$ cat src/rtl/uart_axil_bridge_if.sv
// AXI_LITE: 32-bit AXI-Lite bus between the UART bridge (Master) and the UART Lite slave (Slave).
interface AXI_LITE;
  localparam int unsigned ADDR_W = 32;
  localparam int unsigned DATA_W = 32;

  logic [ADDR_W-1:0]   aw_addr;
  logic                aw_valid;
  logic                aw_ready;
  logic [DATA_W-1:0]   w_data;
  logic [DATA_W/8-1:0] w_strb;
  logic                w_valid;
  logic                w_ready;
  logic [1:0]          b_resp;
  logic                b_valid;
  logic                b_ready;
  logic [ADDR_W-1:0]   ar_addr;
  logic                ar_valid;
  logic                ar_ready;
  logic [DATA_W-1:0]   r_data;
  logic [1:0]          r_resp;
  logic                r_valid;
  logic                r_ready;

  modport Master (
    output aw_addr, aw_valid, w_data, w_strb, w_valid, b_ready, ar_addr, ar_valid, r_ready,
    input  aw_ready, w_ready, b_resp, b_valid, ar_ready, r_data, r_resp, r_valid
  );

  modport Slave (
    input  aw_addr, aw_valid, w_data, w_strb, w_valid, b_ready, ar_addr, ar_valid, r_ready,
    output aw_ready, w_ready, b_resp, b_valid, ar_ready, r_data, r_resp, r_valid
  );
endinterface

$ cat src/rtl/uart_axil_bridge.sv
// uart_axil_bridge: AXI-Lite master moving a byte stream into/out of a UART Lite by polling STAT.
// Optional UART_AXIL_FIFO_RESET_EN: after reset, write CTRL=0x3 to clear the UART FIFOs first.
module uart_axil_bridge #(
  parameter logic [31:0] BASE_ADDR = 32'h0,
  parameter int unsigned POLL_GAP  = 4
) (
  input  logic       clk,
  input  logic       rst,
  AXI_LITE.Master    axi,
  input  logic [7:0] tx_data,
  input  logic       tx_valid,
  output logic       tx_ready,
  output logic [7:0] rx_data,
  output logic       rx_valid,
  input  logic       rx_ready,
  output logic       err
);
  localparam int unsigned GAP_W = (POLL_GAP > 2) ? $clog2(POLL_GAP) : 1;
  localparam logic [31:0] RX_ADDR   = BASE_ADDR;
  localparam logic [31:0] TX_ADDR   = BASE_ADDR + 32'h4;
  localparam logic [31:0] STAT_ADDR = BASE_ADDR + 32'h8;

  typedef enum logic [2:0] {
    ST_INIT, ST_POLL_AR, ST_POLL_R, ST_TX_AW_W, ST_TX_B, ST_RX_AR, ST_RX_R, ST_WAIT
  } state_t;

  state_t             state_q, state_d;
  logic               aw_valid_q, aw_valid_d, w_valid_q, w_valid_d, b_ready_q, b_ready_d;
  logic               ar_valid_q, ar_valid_d, r_ready_q, r_ready_d;
  logic [31:0]        aw_addr_q, aw_addr_d, ar_addr_q, ar_addr_d, w_data_q, w_data_d;
  logic [3:0]         w_strb_q, w_strb_d;
  logic [7:0]         hold_q, hold_d, rx_data_q, rx_data_d;
  logic               hold_full_q, hold_full_d, tx_ready_q, tx_ready_d;
  logic               rx_valid_q, rx_valid_d, err_q, err_d, last_tx_q, last_tx_d;
  logic [GAP_W-1:0]   gap_cnt_q, gap_cnt_d;
  logic               can_tx, can_rx, go_poll;
`ifdef UART_AXIL_FIFO_RESET_EN
  logic               init_sent_q, init_sent_d;
`endif

  always_ff @(posedge clk or posedge rst) begin
    if (rst) begin
      state_q     <= ST_INIT;
      aw_valid_q  <= 1'b0;
      w_valid_q   <= 1'b0;
      b_ready_q   <= 1'b0;
      ar_valid_q  <= 1'b0;
      r_ready_q   <= 1'b0;
      aw_addr_q   <= '0;
      ar_addr_q   <= '0;
      w_data_q    <= '0;
      w_strb_q    <= '0;
      hold_q      <= '0;
      hold_full_q <= 1'b0;
      tx_ready_q  <= 1'b0;
      rx_data_q   <= '0;
      rx_valid_q  <= 1'b0;
      err_q       <= 1'b0;
      last_tx_q   <= 1'b0;
      gap_cnt_q   <= '0;
`ifdef UART_AXIL_FIFO_RESET_EN
      init_sent_q <= 1'b0;
`endif
    end else begin
      state_q     <= state_d;
      aw_valid_q  <= aw_valid_d;
      w_valid_q   <= w_valid_d;
      b_ready_q   <= b_ready_d;
      ar_valid_q  <= ar_valid_d;
      r_ready_q   <= r_ready_d;
      aw_addr_q   <= aw_addr_d;
      ar_addr_q   <= ar_addr_d;
      w_data_q    <= w_data_d;
      w_strb_q    <= w_strb_d;
      hold_q      <= hold_d;
      hold_full_q <= hold_full_d;
      tx_ready_q  <= tx_ready_d;
      rx_data_q   <= rx_data_d;
      rx_valid_q  <= rx_valid_d;
      err_q       <= err_d;
      last_tx_q   <= last_tx_d;
      gap_cnt_q   <= gap_cnt_d;
`ifdef UART_AXIL_FIFO_RESET_EN
      init_sent_q <= init_sent_d;
`endif
    end
  end

  always_comb begin
    // Each channel valid/ready falls on its own handshake; states only raise them.
    state_d     = state_q;
    aw_valid_d  = aw_valid_q && !axi.aw_ready;
    w_valid_d   = w_valid_q && !axi.w_ready;
    b_ready_d   = b_ready_q && !axi.b_valid;
    ar_valid_d  = ar_valid_q && !axi.ar_ready;
    r_ready_d   = r_ready_q && !axi.r_valid;
    aw_addr_d   = aw_addr_q;
    ar_addr_d   = ar_addr_q;
    w_data_d    = w_data_q;
    w_strb_d    = w_strb_q;
    hold_d      = hold_q;
    hold_full_d = hold_full_q;
    rx_data_d   = rx_data_q;
    rx_valid_d  = rx_valid_q;
    err_d       = err_q;
    last_tx_d   = last_tx_q;
    gap_cnt_d   = gap_cnt_q;
    can_tx      = 1'b0;
    can_rx      = 1'b0;
    go_poll     = 1'b0;
`ifdef UART_AXIL_FIFO_RESET_EN
    init_sent_d = init_sent_q;
`endif

    if (tx_valid && tx_ready_q) begin
      hold_d      = tx_data;
      hold_full_d = 1'b1;
    end
    if (rx_valid_q && rx_ready) rx_valid_d = 1'b0;

    case (state_q)
      ST_INIT: begin
`ifdef UART_AXIL_FIFO_RESET_EN
        if (!init_sent_q) begin
          init_sent_d = 1'b1;
          aw_valid_d  = 1'b1;
          w_valid_d   = 1'b1;
          aw_addr_d   = BASE_ADDR + 32'hC;
          w_data_d    = 32'h3;
          w_strb_d    = 4'hF;
        end else if (b_ready_q && axi.b_valid) begin
          if (axi.b_resp != 2'b00) err_d = 1'b1;
          go_poll = 1'b1;
        end else if (!aw_valid_d && !w_valid_d) begin
          b_ready_d = 1'b1;
        end
`else
        go_poll = 1'b1;
`endif
      end
      ST_POLL_AR: begin
        if (!ar_valid_d) begin
          state_d   = ST_POLL_R;
          r_ready_d = 1'b1;
        end
      end
      ST_POLL_R: begin
        if (r_ready_q && axi.r_valid) begin
          // A failed STAT read counts as "nothing to do".
          if (axi.r_resp != 2'b00) begin
            err_d = 1'b1;
          end else begin
            can_tx = hold_full_q && !axi.r_data[3];
            can_rx = axi.r_data[0] && !rx_valid_q;
          end
          if (can_tx && (!can_rx || !last_tx_q)) begin
            state_d    = ST_TX_AW_W;
            last_tx_d  = 1'b1;
            aw_valid_d = 1'b1;
            w_valid_d  = 1'b1;
            aw_addr_d  = TX_ADDR;
            w_data_d   = {24'h0, hold_q};
            w_strb_d   = 4'h1;
          end else if (can_rx) begin
            state_d    = ST_RX_AR;
            last_tx_d  = 1'b0;
            ar_valid_d = 1'b1;
            ar_addr_d  = RX_ADDR;
          end else if (POLL_GAP == 0) begin
            go_poll = 1'b1;
          end else begin
            state_d   = ST_WAIT;
            gap_cnt_d = GAP_W'(POLL_GAP - 1);
          end
        end
      end
      ST_TX_AW_W: begin
        if (!aw_valid_d && !w_valid_d) begin
          state_d   = ST_TX_B;
          b_ready_d = 1'b1;
        end
      end
      ST_TX_B: begin
        if (b_ready_q && axi.b_valid) begin
          hold_full_d = 1'b0;
          if (axi.b_resp != 2'b00) err_d = 1'b1;
          go_poll = 1'b1;
        end
      end
      ST_RX_AR: begin
        if (!ar_valid_d) begin
          state_d   = ST_RX_R;
          r_ready_d = 1'b1;
        end
      end
      ST_RX_R: begin
        if (r_ready_q && axi.r_valid) begin
          rx_data_d  = axi.r_data[7:0];
          rx_valid_d = 1'b1;
          if (axi.r_resp != 2'b00) err_d = 1'b1;
          go_poll = 1'b1;
        end
      end
      ST_WAIT: begin
        if (gap_cnt_q == '0) go_poll = 1'b1;
        else gap_cnt_d = gap_cnt_q - GAP_W'(1);
      end
      default: state_d = ST_INIT;
    endcase

    if (go_poll) begin
      state_d    = ST_POLL_AR;
      ar_valid_d = 1'b1;
      ar_addr_d  = STAT_ADDR;
    end

    tx_ready_d = !hold_full_d && (state_d != ST_INIT);
  end

  assign axi.aw_addr  = aw_addr_q;
  assign axi.aw_valid = aw_valid_q;
  assign axi.w_data   = w_data_q;
  assign axi.w_strb   = w_strb_q;
  assign axi.w_valid  = w_valid_q;
  assign axi.b_ready  = b_ready_q;
  assign axi.ar_addr  = ar_addr_q;
  assign axi.ar_valid = ar_valid_q;
  assign axi.r_ready  = r_ready_q;
  assign tx_ready     = tx_ready_q;
  assign rx_data      = rx_data_q;
  assign rx_valid     = rx_valid_q;
  assign err          = err_q;
endmodule

$ cat src/flat_wrapper.sv
// flat-port wrapper written by rule: the top's interface ports become plain ports
module uart_axil_bridge_flat 
#(
  parameter logic [31:0] BASE_ADDR = 32'h0,
  parameter int unsigned POLL_GAP  = 4
)
  (clk, rst, tx_data, tx_valid, tx_ready, rx_data, rx_valid, rx_ready, err, axi_aw_addr, axi_aw_valid, axi_w_data, axi_w_strb, axi_w_valid, axi_b_ready, axi_ar_addr, axi_ar_valid, axi_r_ready, axi_aw_ready, axi_w_ready, axi_b_resp, axi_b_valid, axi_ar_ready, axi_r_data, axi_r_resp, axi_r_valid);
  AXI_LITE axi_i ();
  input  logic clk;
  input  logic rst;
  input  logic [7:0] tx_data;
  input  logic tx_valid;
  output logic tx_ready;
  output logic [7:0] rx_data;
  output logic rx_valid;
  input  logic rx_ready;
  output logic err;
  output wire logic [$bits(axi_i.aw_addr)-1:0] axi_aw_addr;
  output wire logic [$bits(axi_i.aw_valid)-1:0] axi_aw_valid;
  output wire logic [$bits(axi_i.w_data)-1:0] axi_w_data;
  output wire logic [$bits(axi_i.w_strb)-1:0] axi_w_strb;
  output wire logic [$bits(axi_i.w_valid)-1:0] axi_w_valid;
  output wire logic [$bits(axi_i.b_ready)-1:0] axi_b_ready;
  output wire logic [$bits(axi_i.ar_addr)-1:0] axi_ar_addr;
  output wire logic [$bits(axi_i.ar_valid)-1:0] axi_ar_valid;
  output wire logic [$bits(axi_i.r_ready)-1:0] axi_r_ready;
  input wire logic [$bits(axi_i.aw_ready)-1:0] axi_aw_ready;
  input wire logic [$bits(axi_i.w_ready)-1:0] axi_w_ready;
  input wire logic [$bits(axi_i.b_resp)-1:0] axi_b_resp;
  input wire logic [$bits(axi_i.b_valid)-1:0] axi_b_valid;
  input wire logic [$bits(axi_i.ar_ready)-1:0] axi_ar_ready;
  input wire logic [$bits(axi_i.r_data)-1:0] axi_r_data;
  input wire logic [$bits(axi_i.r_resp)-1:0] axi_r_resp;
  input wire logic [$bits(axi_i.r_valid)-1:0] axi_r_valid;
  assign axi_aw_addr = axi_i.aw_addr;
  assign axi_aw_valid = axi_i.aw_valid;
  assign axi_w_data = axi_i.w_data;
  assign axi_w_strb = axi_i.w_strb;
  assign axi_w_valid = axi_i.w_valid;
  assign axi_b_ready = axi_i.b_ready;
  assign axi_ar_addr = axi_i.ar_addr;
  assign axi_ar_valid = axi_i.ar_valid;
  assign axi_r_ready = axi_i.r_ready;
  assign axi_i.aw_ready = axi_aw_ready;
  assign axi_i.w_ready = axi_w_ready;
  assign axi_i.b_resp = axi_b_resp;
  assign axi_i.b_valid = axi_b_valid;
  assign axi_i.ar_ready = axi_ar_ready;
  assign axi_i.r_data = axi_r_data;
  assign axi_i.r_resp = axi_r_resp;
  assign axi_i.r_valid = axi_r_valid;
  uart_axil_bridge #(.BASE_ADDR(BASE_ADDR), .POLL_GAP(POLL_GAP)) u_core (.clk(clk), .rst(rst), .axi(axi_i), .tx_data(tx_data), .tx_valid(tx_valid), .tx_ready(tx_ready), .rx_data(rx_data), .rx_valid(rx_valid), .rx_ready(rx_ready), .err(err));
endmodule
$ cat config.mk
export PLATFORM = sky130hd
export DESIGN_NAME = uart_axil_bridge_flat
export DESIGN_NICKNAME = d
export VERILOG_FILES = /design/src/rtl/uart_axil_bridge_if.sv /design/src/rtl/uart_axil_bridge.sv /design/src/flat_wrapper.sv
export SDC_FILE = /design/constraint.sdc
export NUM_CORES = 1
export LEC_CHECK = 0
export CORE_MARGIN = 3
export CORE_UTILIZATION = 38
export DETAILED_ROUTE_END_ITERATION = 16
export HOLD_SLACK_MARGIN = 0.05
export PLACE_DENSITY = 0.84
export SETUP_SLACK_MARGIN = 0.02
export SLEW_MARGIN = 0
export SYNTH_ARGS = -nofsm -noshare
export SYNTH_HDL_FRONTEND = slang
export SYNTH_SLANG_ARGS = --single-unit
$ cat constraint.sdc
create_clock -name clk -period 3.6 [get_ports clk]
set_input_delay 1.08 -clock clk [delete_from_list [all_inputs] [get_ports clk]]
set_output_delay 1.08 -clock clk [all_outputs]
set_load 0.005 [all_outputs]
==> flow_metrics.tcl, run 1 <==
set metrics [dict create \
    final-instance-count-excl-fill 368 \
    io_buffers 55 \
    cts_htree_levels 2 \
    seqPwrFrac_pct 43.7 \
    r2r_setup_slack_ns 1.50 \
    hold_viol_final 0 \
    nets 346 \
    ys_seq_area_share_pct 42.3 \
    cts_root_buf "clkbuf_8" \
    grt_util_all_layers_pct 11.9 \
    grt_remaining_overflow 0 \
    critPathCaptureType "flip-flop" \
    dieWidth_um 85.9 \
    crit_path_start_kind "input pin" \
    clkSinkCount 41 \
    grt_pass1_wl_um 6810 \
    post_cts_buffers 0 \
    row_count 28 \
    finalWirelength_um 4440 \
    yosys.area.top_type "dfrtp_1" \
    synthesis.area_mm2 0.00243 \
    wl_met1_um 1630 \
    worstRegToRegCells 4 \
    crit_start "axi_r_data[3]" \
    synth_seq_cells 41 \
    gp_congestion 0.815 \
    die_area_mm2 0.00738 \
    diodes 0 \
    antenna_found_initial 0 \
    rsz0062_at_grt "false" \
    min_path_type "flip-flop to flip-flop" \
    slew_headroom_pct 45.3 \
    synth_cell_types 31 \
    reg2reg_to "u_core.axi.w_data[1]" \
    hp-start "u_core.err" \
    num_vias 1553 \
    mostFrequentLayoutCells "conb_1, clkdlybuf4s50_1, dfrtp_1, mux2_2, nor2_1" \
    setup_violations 0 \
    cts_tree "yes" \
    cp_data_arrival_time_ns 3.00 \
    final.period_utilization_pct 78.3 \
    comb_power_share_pct 35.6 \
    max_freq_ghz 0.355 \
    drc 0 \
    power_density_mw_per_mm2 639 \
    syn_avg_cell_area_um2 10.3 \
    switching_share_pct 31.0 \
    worstReg2RegStart "u_core.state_q[1]" \
    io_pins 169 \
    layout_commonest_cell "conb_1" \
    initial_core_util_pct 40.0 \
    cellInternalPower_mw 1.25 \
    synth_warnings 0 \
    ir_drop_mv 0.364 \
    dr_wl_met3_um 647 \
    fin_crit_ns 2.82 \
    fp.dieH_um 85.9 \
    ctsResizeCount 0 \
    critPathCapture "u_core.axi.w_data[1]" \
    wl_per_cell_um 12.1 \
    postLayoutSetupSlackWorst_ns 0.781 \
    max-cap-violations 0 \
    drtPass1Iterations 4 \
    core_mm2 0.00606 \
    wl_met2_um 2100 \
    syn2layout_area_growth_pct 16.4 \
    finClkSkew_ns 0.0130 \
    maxSlewViolCount 0 \
    netlist_top_cells_area "dfrtp_1, buf_4, mux2_2" \
    drt_iter0_markers 22 \
    numCtsBuffers 5 \
    fin_tns_setup_ns 0 \
    cts_buffer_depth 2 \
    synth_cells 235 \
    crit_required_ns 3.78 \
    status "finished clean" \
    postRouteAntennaNets 0 \
    place_ws_ns 0.402 \
    vias_per_cell 4.22 \
    p_clk_share_pct 20.7 \
    grt_pass1_vias 1439 \
    path_clk_slew_ns 0.08 \
    p_leak_nw 1.35 \
    grt_max_degree 25 \
    dp_hpwl_um 3540 \
    path_max_fanout 11 \
    yosysTopAreaCellShare_pct 42.3 \
    tightest_slew_ns 0.816 \
    highest_layer "met4" \
    ctsHoldBuffers 0 \
    drive_gt1_share_pct 12.3 \
    clk_latency_ns 0.30 \
    power.switching_mw 0.559 \
    crit_type "input pin to flip-flop" \
    dpl.cell_count 360 \
]
==> worst min path at each step <==
stage               slack [ns]  cells after the start                to
finish                    0.49                      2        u_core.err
floorplan                 0.47                      1  u_core.last_tx_q
CTS                       0.49                      2        u_core.err
global placement          0.47                      2        u_core.err
detailed placement        0.47                      2        u_core.err
global route              0.52                      1  u_core.hold_q[6]
==> Yosys cell counts <==
library cell  number
and2_1             2
nor3_1             2
o221ai_1           2
conb_1             1
nand4_1            4
mux2_2            24
inv_1              8
nand2b_1           7
nand3_1            4
or3_4              1
o32ai_1            1
nand2_1            6
nor2_2             1
or3_1              1
nor2_1             8
o211ai_1           2
dfrtp_1           41
and3b_1            1
a211o_1            1
nor2b_1            4
buf_4             90
o22ai_1            3
buf_6              1
ha_1               1
nand3_2            1
or4b_1             1
a21oi_1            3
o21ai_0            7
a21boi_0           1
clkbuf_1           4
o31ai_1            2
==> metrics by stage <==
stage	power, mW	hold WS (ns)	area [um^2]	util [%]
3_3_place_gp	1.41	0.466	2720	44.8
4_1_cts	1.83	0.492	2830	46.6
2_1_floorplan	1.19	0.468	2760	-
5_1_grt	1.94	0.521	2830	46.6
3_5_place_dp	1.45	0.468	2720	44.8
6_report	1.81	0.493	2830	46.6
==> state kept, by name, summed over array words and instances (netlist names), 2 cells and up <==
signal and count:
u_core.axi.w_data 8, u_core.gap_cnt_q 2, u_core.hold_q 8, u_core.rx_data 8, u_core.state_q 3
==> critical path: stages <==
cell and delay [ns]:
clkdlybuf4s50_1 0.44, or4b_1 0.55, a21oi_1 0.21, nand2b_1 0.34, mux2_2 0.38
==> power groups by stage <==
stage / combinational, mW / sequential, mW / clock, mW
final: 0.644 / 0.789 / 0.374
after global placement: 0.627 / 0.786 / 0
after CTS: 0.652 / 0.791 / 0.391
after detailed placement: 0.649 / 0.799 / 0
after global routing: 0.715 / 0.817 / 0.409
after floorplan: 0.444 / 0.751 / 0
==> kinds of logic after synthesis <==
kind of cell               synth area share (%)
AOI/OAI and AO/OA                          5.82
adders and majority gates                 0.515
buffers and inverters                      30.2
DFF                                        42.3
muxes                                      11.1
other                                     0.154
and+or+nand+nor                            9.95
==> metal layers <==
metal  track usage, %  up-vias
met1             12.9      731
met4             4.75        0
met3             6.63        7
li1                 -      721
met2             19.3       94
met5                0        -
==> final cells by class <==
type / count / area, um^2
inverters: 8 / 30.0
multi-input cells: 179 / 1000
clock buffers: 6 / 72.6
clock inverters: 2 / 38.8
flip-flops and latches: 41 / 1030
well taps: 75 / 93.8
repair buffers: 57 / 566
fillers: 570 / 3230
Note: power is estimated with default switching activity, not from simulation.
==> inputs of run 2 (changes only) <==
Settings changed: CORE_UTILIZATION 38 to 32, PLACE_DENSITY 0.84 to 0.75.
Clock period 3.6 ns to 2.35 ns, I/O delays scaled along.
==> run 2 against run 1 <==
Against the previous run: sequential power up 53%; die area up 17%; sequential share of layout area down 1.4 points; flip-flop and latch count unchanged; global-route usage down 1.8 points; total power up 50%; wire length up 2.6%; worst hold slack better by 0.0017 ns; first-iteration DRC count rose to 3.1 times the previous value; critical path depth up 1; clock power up 29%; critical endpoint is now u_core.axi.w_data[6]; largest cell class unchanged.
==> flow_metrics.tcl, run 2 (same netlist as run 1, synthesis figures left out) <==
set metrics [dict create \
    status "finished clean" \
    nets 358 \
    grt_pass1_wl_um 6960 \
    num_vias 1576 \
    power_density_mw_per_mm2 922 \
    maxSlewViolCount 0 \
    comb_power_share_pct 37.4 \
    p_clk_share_pct 17.7 \
    hold_viol_final 0 \
    cp.depth 6 \
    setup_violations 0 \
    p_leak_nw 1.40 \
    final-instance-count-excl-fill 404 \
    hp-start "u_core.err" \
    placed_area_mm2 0.00285 \
    cellInternalPower_mw 1.83 \
    path_clk_slew_ns 0.09 \
    grt_max_degree 42 \
    crit_path_start_kind "input pin" \
    power.switching_mw 0.883 \
    clk_latency_ns 0.29 \
    worstReg2RegStart "u_core.state_q[1]" \
    diodes 0 \
    io_pins 169 \
    worstRegToRegCells 4 \
    drt_iter0_markers 68 \
    gp_congestion 0.779 \
    antenna_found_initial 0 \
    grt_pass1_vias 1480 \
    wl_per_cell_um 11.3 \
    grt_remaining_overflow 0 \
    seqPwrFrac_pct 44.8 \
    tightest_slew_ns 0.533 \
    hold_depth 2 \
    cp_top_family "simple AND/OR/NAND/NOR gates" \
    max-cap-violations 0 \
    max_freq_ghz 0.451 \
    cts_tree "yes" \
    postRouteAntennaNets 0 \
    switching_share_pct 32.6 \
    crit_chain "clkdlybuf4s50_1 > or4b_1 > a21oi_1 > nand2b_1 > buf_4 > mux2_2" \
    grt_util_all_layers_pct 10.1 \
    drive_gt1_share_pct 16.1 \
    syn2layout_area_growth_pct 21.0 \
    slew_headroom_pct 64.5 \
    critPathBufInv 2 \
    critPathCaptureType "flip-flop" \
    dieWidth_um 93.1 \
    die_area_mm2 0.00867 \
    cp_data_arrival_time_ns 2.40 \
    final_area_mm2 0.00294 \
    layout_commonest_cell "conb_1" \
    rsz0062_at_grt "false" \
    fin_crit_ns 2.22 \
    filler_cell_count 729 \
    core_mm2 0.00729 \
    fp.dieH_um 93.1 \
    final.period_utilization_pct 94.4 \
    dp_hpwl_um 3550 \
    ctsResizeCount 0 \
    finalWirelength_um 4560 \
    cts_buffer_depth 2 \
    row_count 31 \
    crit_required_ns 2.53 \
    post_cts_buffers 0 \
    dpl.cell_count 396 \
    path_max_fanout 10 \
    numCtsBuffers 5 \
    io_buffers 55 \
    clkSinkCount 41 \
    post-route-util_pct 40.3 \
    finClkSkew_ns 0.00607 \
    mostFrequentLayoutCells "conb_1, clkdlybuf4s50_1, dfrtp_1, mux2_2, buf_4" \
    drc 0 \
    cts_htree_levels 2 \
    cts_root_buf "clkbuf_8" \
    drtPass1Iterations 4 \
    slowest_stage "or4b_1" \
    crit_type "input pin to flip-flop" \
    fin_tns_setup_ns 0 \
    total_power_mw 2.71 \
    initial_core_util_pct 33.3 \
    ctsHoldBuffers 0 \
    crit_path_max_incr_delay_ns 0.55 \
    ir_drop_mv 0.469 \
    vias_per_cell 3.90 \
    min_path_type "flip-flop to flip-flop" \
    crit_start "axi_r_data[3]" \
]
[run 2: path summary, 6_finish.rpt]
kind / end / slack, ns
setup / recovery: u_core.axi.w_data[6] / 0.13
hold / removal: u_core.err / 0.49
setup reg to reg: u_core.axi.ar_addr[3] / 0.41
hold reg to reg: u_core.err / 0.49
max in group asynchronous: u_core.gap_cnt_q[1] / 1.14
min in group asynchronous: u_core.rx_data[4] / 0.84
[run 2: power by group through the flow]
stage	combinational, mW	sequential [mW]	clock (mW)
after detailed placement	1.03	1.23	0
after global placement	0.991	1.21	0
final	1.01	1.21	0.481
after floorplan	0.679	1.15	0
after CTS	1.03	1.21	0.501
after global routing	1.13	1.26	0.537
[run 2: worst register-to-register path: stages (launching register included)]
cell and delay (ns):
dfrtp_1 0.62, nand3_2 0.14, or3_4 0.38, or3_1 0.40
a211o_1 0.30
[run 2: metal layers]
layer	share of wire, %	GRT usage (%)	vias up	routed length [um]
met5	0	0	-	0
met4	0.46	3.17	0	21
met1	40	12.5	742	1840
met2	45	15.1	92	2040
li1	-	-	740	-
met3	15	5.71	2	664
[run 2: cell type report]
type	instances	area, um^2	share of cell area, %
tap	99	124	4.22
clock inverter	3	21.3	0.724
clock buffer	5	68.8	2.34
inverter	8	30.0	1.02
timing repair buffer	69	668	22.7
sequential	41	1030	34.9
multi-input combinational	179	1000	34.0
[run 2: per-stage QoR]
stage                     worst slack, ns  hold WS, ns
after CTS                           0.124        0.500
after detailed placement           -0.183        0.475
after floorplan                     0.333        0.468
after global placement             -0.164        0.464
after global routing               0.0534        0.519
final                               0.131        0.494
